==> src/rtl/icache.sv <==
// Direct-mapped instruction cache with one-word lines.
// Misses fill the line with four byte reads through a granted memory port.
module icache #(
    parameter int INDEX_BITS = 6
) (
    input  logic        clk,
    input  logic        rst,
    input  logic        rdy,
    input  logic        rob_clear,
    input  logic        start_fetch,
    input  logic [31:0] pc,
    output logic        instr_ready,
    output logic [31:0] instr,
    output logic [31:0] instr_addr,
    output logic        mem_req,
    output logic [31:0] mem_addr,
    input  logic        mem_grant,
    input  logic [7:0]  mem_din
);
    localparam int LINES = 1 << INDEX_BITS;
    localparam int TAG_W = 30 - INDEX_BITS;

    localparam logic [1:0] S_IDLE = 2'd0;
    localparam logic [1:0] S_MISS = 2'd1;
    localparam logic [1:0] S_RESP = 2'd2;
    localparam logic [1:0] S_HOLD = 2'd3;

    logic [1:0]            state;
    logic [LINES-1:0]      line_vld;
    logic [TAG_W-1:0]      line_tag  [LINES];
    logic [31:0]           line_data [LINES];

    logic [29:0]           base;      // word address being filled
    logic [2:0]            acnt;      // addresses granted so far
    logic [1:0]            bcnt;      // bytes captured so far
    logic                  cap_pend;  // mem_din carries a byte this cycle
    logic                  flushed;
    logic [23:0]           fill;

    logic [INDEX_BITS-1:0] idx, fill_idx;
    logic [TAG_W-1:0]      tag, fill_tag;
    logic                  hit, issue, fill_done;
    logic [31:0]           fill_word;

    assign idx       = pc[INDEX_BITS+1:2];
    assign tag       = pc[31:INDEX_BITS+2];
    assign hit       = line_vld[idx] && (line_tag[idx] == tag);
    assign fill_idx  = base[INDEX_BITS-1:0];
    assign fill_tag  = base[29:INDEX_BITS];
    assign issue     = (state == S_MISS) && mem_grant && (acnt != 3'd4);
    assign fill_done = (state == S_MISS) && cap_pend && (bcnt == 2'd3);
    assign fill_word = {mem_din, fill};

    assign instr_ready = (state == S_RESP);

    always_ff @(posedge clk or posedge rst) begin
        if (rst) begin
            state    <= S_IDLE;
            line_vld <= '0;
            instr    <= '0;
            instr_addr <= '0;
            mem_req  <= 1'b0;
            mem_addr <= '0;
            base     <= '0;
            acnt     <= '0;
            bcnt     <= '0;
            cap_pend <= 1'b0;
            flushed  <= 1'b0;
            fill     <= '0;
        end else if (rdy) begin
            case (state)
                S_IDLE: begin
                    if (rob_clear) begin
                        state <= S_HOLD;
                    end else if (start_fetch) begin
                        if (hit) begin
                            instr      <= line_data[idx];
                            instr_addr <= {pc[31:2], 2'b00};
                            state      <= S_RESP;
                        end else begin
                            base     <= pc[31:2];
                            mem_addr <= {pc[31:2], 2'b00};
                            mem_req  <= 1'b1;
                            acnt     <= '0;
                            bcnt     <= '0;
                            cap_pend <= 1'b0;
                            flushed  <= 1'b0;
                            state    <= S_MISS;
                        end
                    end
                end
                S_MISS: begin
                    if (rob_clear)
                        flushed <= 1'b1;
                    cap_pend <= issue;
                    if (issue) begin
                        acnt <= acnt + 3'd1;
                        // Address stays on the last byte once all four are out
                        if (acnt != 3'd3)
                            mem_addr <= mem_addr + 32'd1;
                    end
                    if (cap_pend) begin
                        fill <= {mem_din, fill[23:8]};
                        bcnt <= bcnt + 2'd1;
                    end
                    if (fill_done) begin
                        line_vld[fill_idx] <= 1'b1;
                        mem_req            <= 1'b0;
                        if (flushed || rob_clear) begin
                            state <= S_HOLD;
                        end else begin
                            instr      <= fill_word;
                            instr_addr <= {base, 2'b00};
                            state      <= S_RESP;
                        end
                    end
                end
                S_RESP:  state <= S_HOLD;
                default: state <= S_IDLE;
            endcase
        end
    end

    // Tag and data arrays carry no reset; the valid bits gate them.
    always_ff @(posedge clk) begin
        if (rdy && fill_done) begin
            line_tag[fill_idx]  <= fill_tag;
            line_data[fill_idx] <= fill_word;
        end
    end
endmodule

==> config.mk <==
export PLATFORM = sky130hd
export DESIGN_NAME = icache
export DESIGN_NICKNAME = d
export VERILOG_FILES = /design/src/rtl/icache.sv
export SDC_FILE = /design/constraint.sdc
export NUM_CORES = 2
export LEC_CHECK = 0
export ABC_CLOCK_PERIOD_IN_PS = 7000
export CORE_ASPECT_RATIO = 1.75
export CORE_MARGIN = 10
export CORE_UTILIZATION = 56
export DETAILED_ROUTE_END_ITERATION = 7
export PLACE_DENSITY = 0.77
export SLEW_MARGIN = 10
export SYNTH_ARGS = -nofsm -noshare
export SYNTH_HDL_FRONTEND = slang
export SYNTH_SLANG_ARGS = --single-unit
==> constraint.sdc <==
create_clock -name clk -period 7 [get_ports clk]
set_clock_uncertainty 0.1 [all_clocks]
set_input_delay 1.05 -clock clk [delete_from_list [all_inputs] [get_ports clk]]
set_output_delay 1.05 -clock clk [all_outputs]
set_load 0.01 [all_outputs]
Word-level counts from Yosys, hierarchy flattened. Memory sizes are Yosys's and may differ from the RTL's. Index checks and enable logic that the tools add are counted.

Bits of input ports: 46. Bits in latches: 0. Memory bits (read-only): 0. Flip-flop bits (word level): 224. RAM bits: 3584. Memories: 2. Output and inout port bits: 98.

Memories: line_data (words 64, bits a word 32, rd ports 1, clocked after memory_dff 0, write ports 1, RTL line 31) `logic [31:0] line_data [LINES];`; line_tag (words 64, bits a word 24, rd ports 1, clocked after memory_dff 0, write ports 1, RTL line 30) `logic [TAG_W-1:0] line_tag [LINES];`.

Equality and inequality tests: 17. Reduce and logical (&&, ||, !) cells: 21. Mux-type cells: 51. Bitwise logic cells: 3. Add/sub/neg operators: 3. Divide/modulo/power cells: 0. Multiply operators: 0. Magnitude comparators: 3. Shift-type cells: 0.

Operators by type and width (count): 32-bit two-way mux (15); 32-bit case mux with 2 select lines (3); 64-bit bitwise OR (1); 32-bit by 1-bit adder with 32-bit output, second input constant (1); 24-bit equality test (1); 6-bit AND reduction (4); 2-bit != test, second input constant (9); 2-bit two-way mux (8); 6-bit by 7-bit < comparator with 1-bit output, second input constant (2); 7-bit AND reduction (2); 1-bit two-way mux (13); 3-bit two-way mux (4); 5-bit AND reduction (2); 3-bit AND reduction (3); 1-bit logical AND (7); 1-bit binary-select mux with 6-bit select (1); 1-bit demux with 6-bit select (1); 6-bit by 1-bit greater-or-equal comparator with 1-bit output, second input constant (1); 3-bit != test, second input constant (2); 1-bit case mux with 2 select lines (3); 2-bit case mux with 3 select lines (1); 3-bit case mux with 2 select lines (1); 2-bit equality test, second input constant (2); 2-bit case mux with 2 select lines (1); 9 further kinds (10).

Logic depth before layout (Yosys ltp).
Word-level depth: 7. Depth in mapped cells: 20.

Least setup slack after synthesis. Ideal clock, no wire load.

Path type: input-to-reg. Start: in rdy. End: mem line_data[48][0] (enable). Arrival: 4.319 ns. Stages on the path: 4. Slack: 2.109 ns. Data required time: 6.429 ns. Library setup time: 0.471 ns. Buffers on the path: 0. Path through: nand3_1 -> nor3b_1 -> nand3_1 -> nor2_1.

Cells in the longest elaborated chain, start to end: 3.

Ends and longest elaborated chain: start: declaration (RTL line 8) `input logic rdy,`; 1-bit logical AND (RTL line 126) `if (rdy && fill_done) begin`; 1-bit two-way mux (RTL line 126); 1-bit two-way mux (not written as such) (RTL line 128) `line_data[fill_idx] <= fill_word;`; end: declaration (RTL line 31).

Every way passes these cells.

Worst setup path in the final report.
Start: in pc[3]. End: reg mem_addr[18].

Cells in the longest elaborated chain, start to end: 5.

Ends and longest elaborated chain: start: declaration (RTL line 11) `input logic [31:0] pc,`; memory read 64 x 24 bit or 1-bit binary-select mux with 6-bit select (tied branches); 24-bit equality test or 1-bit two-way mux (tied branches) (RTL line 47) `assign hit = line_vld[idx] && (line_tag[idx] == tag);`; 1-bit logical AND (*) (RTL line 47); 2-bit != test (no line) (*); 7-bit AND reduction (no line) (*); end signal: assignment (RTL line 82) `mem_addr <= {pc[31:2], 2'b00};`; end signal: assignment (RTL line 100) `mem_addr <= mem_addr + 32'd1;`; end: declaration (RTL line 16) `output logic [31:0] mem_addr,`.

Every way passes the cells marked *; elsewhere a longest branch is shown, timed or not. The select of a mux whose other input is x is not followed. A chain may end at the register's enable or synchronous reset.

==> out/qor.txt <==
net count reported at finish = 7,311
layout overhead on the synthesized area = 12.3%
Detail Route Antenna Nets = 0
fraction of layout instances using a drive strength above 1 = 0.261
total number of vias = 78,000
worst slew pin tran = 1.22 ns
maximum fanout along the worst path = 67
weighted congestion at the end of routability-driven global placement = 0.889
Num CTS Buffers = 318
CP Launch Type = input pin
Iter 0 DRT Violations = 12,400
met3 usage in global routing = 0.0760
total track usage = 0.304
Inst Count DP = 10,500
GR met1 Demand/Resource = 0.352
Worst VDD drop = 0.314 mV
mean cell area of the mapped netlist = 21.5 um^2
max_slew headroom = 0.188
DPL Wire Length = 230,000 um
flip-flop and latch count after synthesis = 3,806
startpoint of the most critical register-to-register path = state[1]
final clock period utilization by the worst path = 0.811
maximum clock rate = 176 MHz
remaining routing DRC violations = 0
number of warnings printed during yosys synthesis = 0
setup ws final = 1.32 ns
largest cells by area after synthesis = sky130_fd_sc_hd__edfxtp_1 73%, sky130_fd_sc_hd__mux4_2 14%, sky130_fd_sc_hd__dfrtp_1 3.8%, sky130_fd_sc_hd__mux2i_1 2.5%, sky130_fd_sc_hd__a22oi_1 0.72%
initial antenna violation count = 7
number of synthesized flops with an enable pin = 3,584
share of synthesized registers carrying an async set or reset = 0.0583
clock-pin slew reported for the worst setup and hold paths after clock tree synthesis = 0.07 ns
Die Span X = 408 um
clock root buffer = sky130_fd_sc_hd__clkbuf_16
Post-Place Worst Slack = 0.715 ns
Static Leak = 52.5 nW
via count of the first global-routing pass = 79,400
total power density per cell area = 320 nW/um^2
share of the synthesized area in the top cell type = 0.729
sequential cell area fraction in the yosys report = 0.767
core box area = 263,000 um^2
Std-Cell Rows = 249
final critical delay including setup and external delays = 5.68 ns
Data required, critical path = 7.68 ns
WS Path Type = input pin to register
GRT met2 Usage = 0.495
Final Max Slew Viols = 0
area of the die = 285,000 um^2
post-layout utilization of the core = 0.631
die boundary height = 699 um
outcome = completed
sum of negative setup slack = 0 ns
commonest non-fill, non-tap cells in the layout = 3,584 x sky130_fd_sc_hd__edfxtp_1, 891 x sky130_fd_sc_hd__mux4_2, 371 x sky130_fd_sc_hd__mux2i_1
Clk Latency, worst-skew pair = 0.92 ns
largest net degree at the start of global routing = 168
level count of the clock H-tree = 5
non-filler cells, final = 11,000
number of hold violations in the final report = 0
count of maximum capacitance violations = 0
total gr overflow = 0
I/O pin count = 144
cts repair resizes = 0
startpoint of the worst hold path = line_vld[38]
RSZ-0062 raised after global routing = false
critical path launch point = pc[3]
hold buffers post-CTS = 0
Data arrival, critical path = 6.35 ns
leading cell type in the layout, fill and taps excluded = sky130_fd_sc_hd__edfxtp_1
post-route worst hold slack = 0.363 ns
setup-violating endpoint count in the final report = 0
TritonCTS clock tree = yes
synth unique cells = 80
Post-synth top flop = sky130_fd_sc_hd__edfxtp_1
Syn Std Cell Area = 148,000 um^2
final WL = 439,000 um
CTS sink count = 3,806
synthesized instance count = 6,856
global-route wire length before repair = 612,000 um
Avg Vias per Cell = 7.07
count of buffers added by post-CTS timing repair for setup = 0
HP Class = register to register
count of port buffers added during placement = 139
starting utilization of the core area = 0.562
Synth area leader = sky130_fd_sc_hd__edfxtp_1
CP Capture Type = register
maximum clock path buffer count = 4
number of iterations in the first detailed-routing pass = 7
Avg WL per Cell = 39.8 um
busiest metal layer after global routing = met2
==> registers in the layout, indices dropped and copies added, names as in the netlist, 2 cells and up <==
signal	count
line_data	2048
line_vld	64
line_tag	1536
bcnt	2
instr	32
instr_addr	30
base	30
acnt	3
state	2
mem_addr	32
fill	24
==> metrics by stage <==
step           instance area, um^2  power (W)
6_report                    166000     0.0530
2_1_floorplan               148000     0.0318
4_1_cts                     166000     0.0529
3_3_place_gp                155000     0.0344
3_5_place_dp                155000     0.0348
5_1_grt                     166000     0.0542
==> critical path: stages <==
cell,delay [ns]
sky130_fd_sc_hd__buf_8,0.48
sky130_fd_sc_hd__buf_12,0.28
sky130_fd_sc_hd__buf_4,0.27
sky130_fd_sc_hd__mux4_2,0.22
sky130_fd_sc_hd__nor2b_1,0.15
sky130_fd_sc_hd__a211oi_1,0.07
sky130_fd_sc_hd__a211oi_1,0.97
sky130_fd_sc_hd__nor4_1,0.22
sky130_fd_sc_hd__buf_4,0.26
sky130_fd_sc_hd__xor2_1,0.18
sky130_fd_sc_hd__o2111ai_1,0.21
sky130_fd_sc_hd__nor4_2,0.15
sky130_fd_sc_hd__nor2_4,0.85
sky130_fd_sc_hd__buf_4,0.45
sky130_fd_sc_hd__nand2_1,0.12
sky130_fd_sc_hd__o221a_2,0.31
==> cells by family (layout without fill, tap and decap cells) <==
logic type / Yosys count / after routing / share of synthesized area
compound gates: 505 / 505 / 0.0239
xor+xnor: 20 / 20 / 0.00119
fa+ha+maj: 9 / 9 / 0.000763
buf+inv: 402 / 1057 / 0.0129
flops: 3806 / 3806 / 0.767
mux: 1356 / 1356 / 0.169
other cells: 1 / 5 / 0.0000254
simple gates: 757 / 757 / 0.0255
==> report_power, final <==
part	switching [W]	internal (W)
registers	0.000755	0.0275
logic	0.00436	0.00188
clock network	0.00827	0.0102
==> final timing paths <==
path / to / slack, ns / depth (start not counted)
max: mem_addr[18] / 1.32 / 16
max reg2reg: line_tag[23][8] / 1.84 / 8
min in group asynchronous: line_vld[32] / 0.44 / 3
min reg2reg: line_vld[38] / 0.36 / 1
min: line_vld[38] / 0.36 / 1
max in group asynchronous: fill[21] / 4.95 / 4
==> area by class of cell <==
cell class                      instances  area, um^2
Antenna cell                            3        7.51
Clock buffer                          402        8670
Clock inverter                        174        1920
Fill cell                           16400       97000
Inverter                               24        97.6
Multi-Input combinational cell       2649       33000
Sequential cell                      3806      113000
Tap cell                             3514        4400
Timing Repair Buffer                  457        4380
==> layer usage <==
layer,up-vias,wire length (um)
met4,8,39700
met5,-,51
met1,40000,130000
li1,29400,-
met3,1813,55100
met2,6732,214000
==> synth_stat cells (all sizes together) (15+ instances only) <==
library cell,count
nand4,25
and2,23
inv,23
dfrtp,222
mux2,94
o21ai,55
a31oi,27
and3,33
nor2b,34
o31ai,19
a21oi,67
o22ai,65
mux4,891
buf,219
nand2,187
nor3,23
a221oi,17
a211oi,26
nor4,15
a22oi,141
nor2,189
or2,68
mux2i,371
clkbuf,159
nand3,95
a32oi,15
edfxtp,3584
No activity file was read; power rests on OpenSTA's default activity.
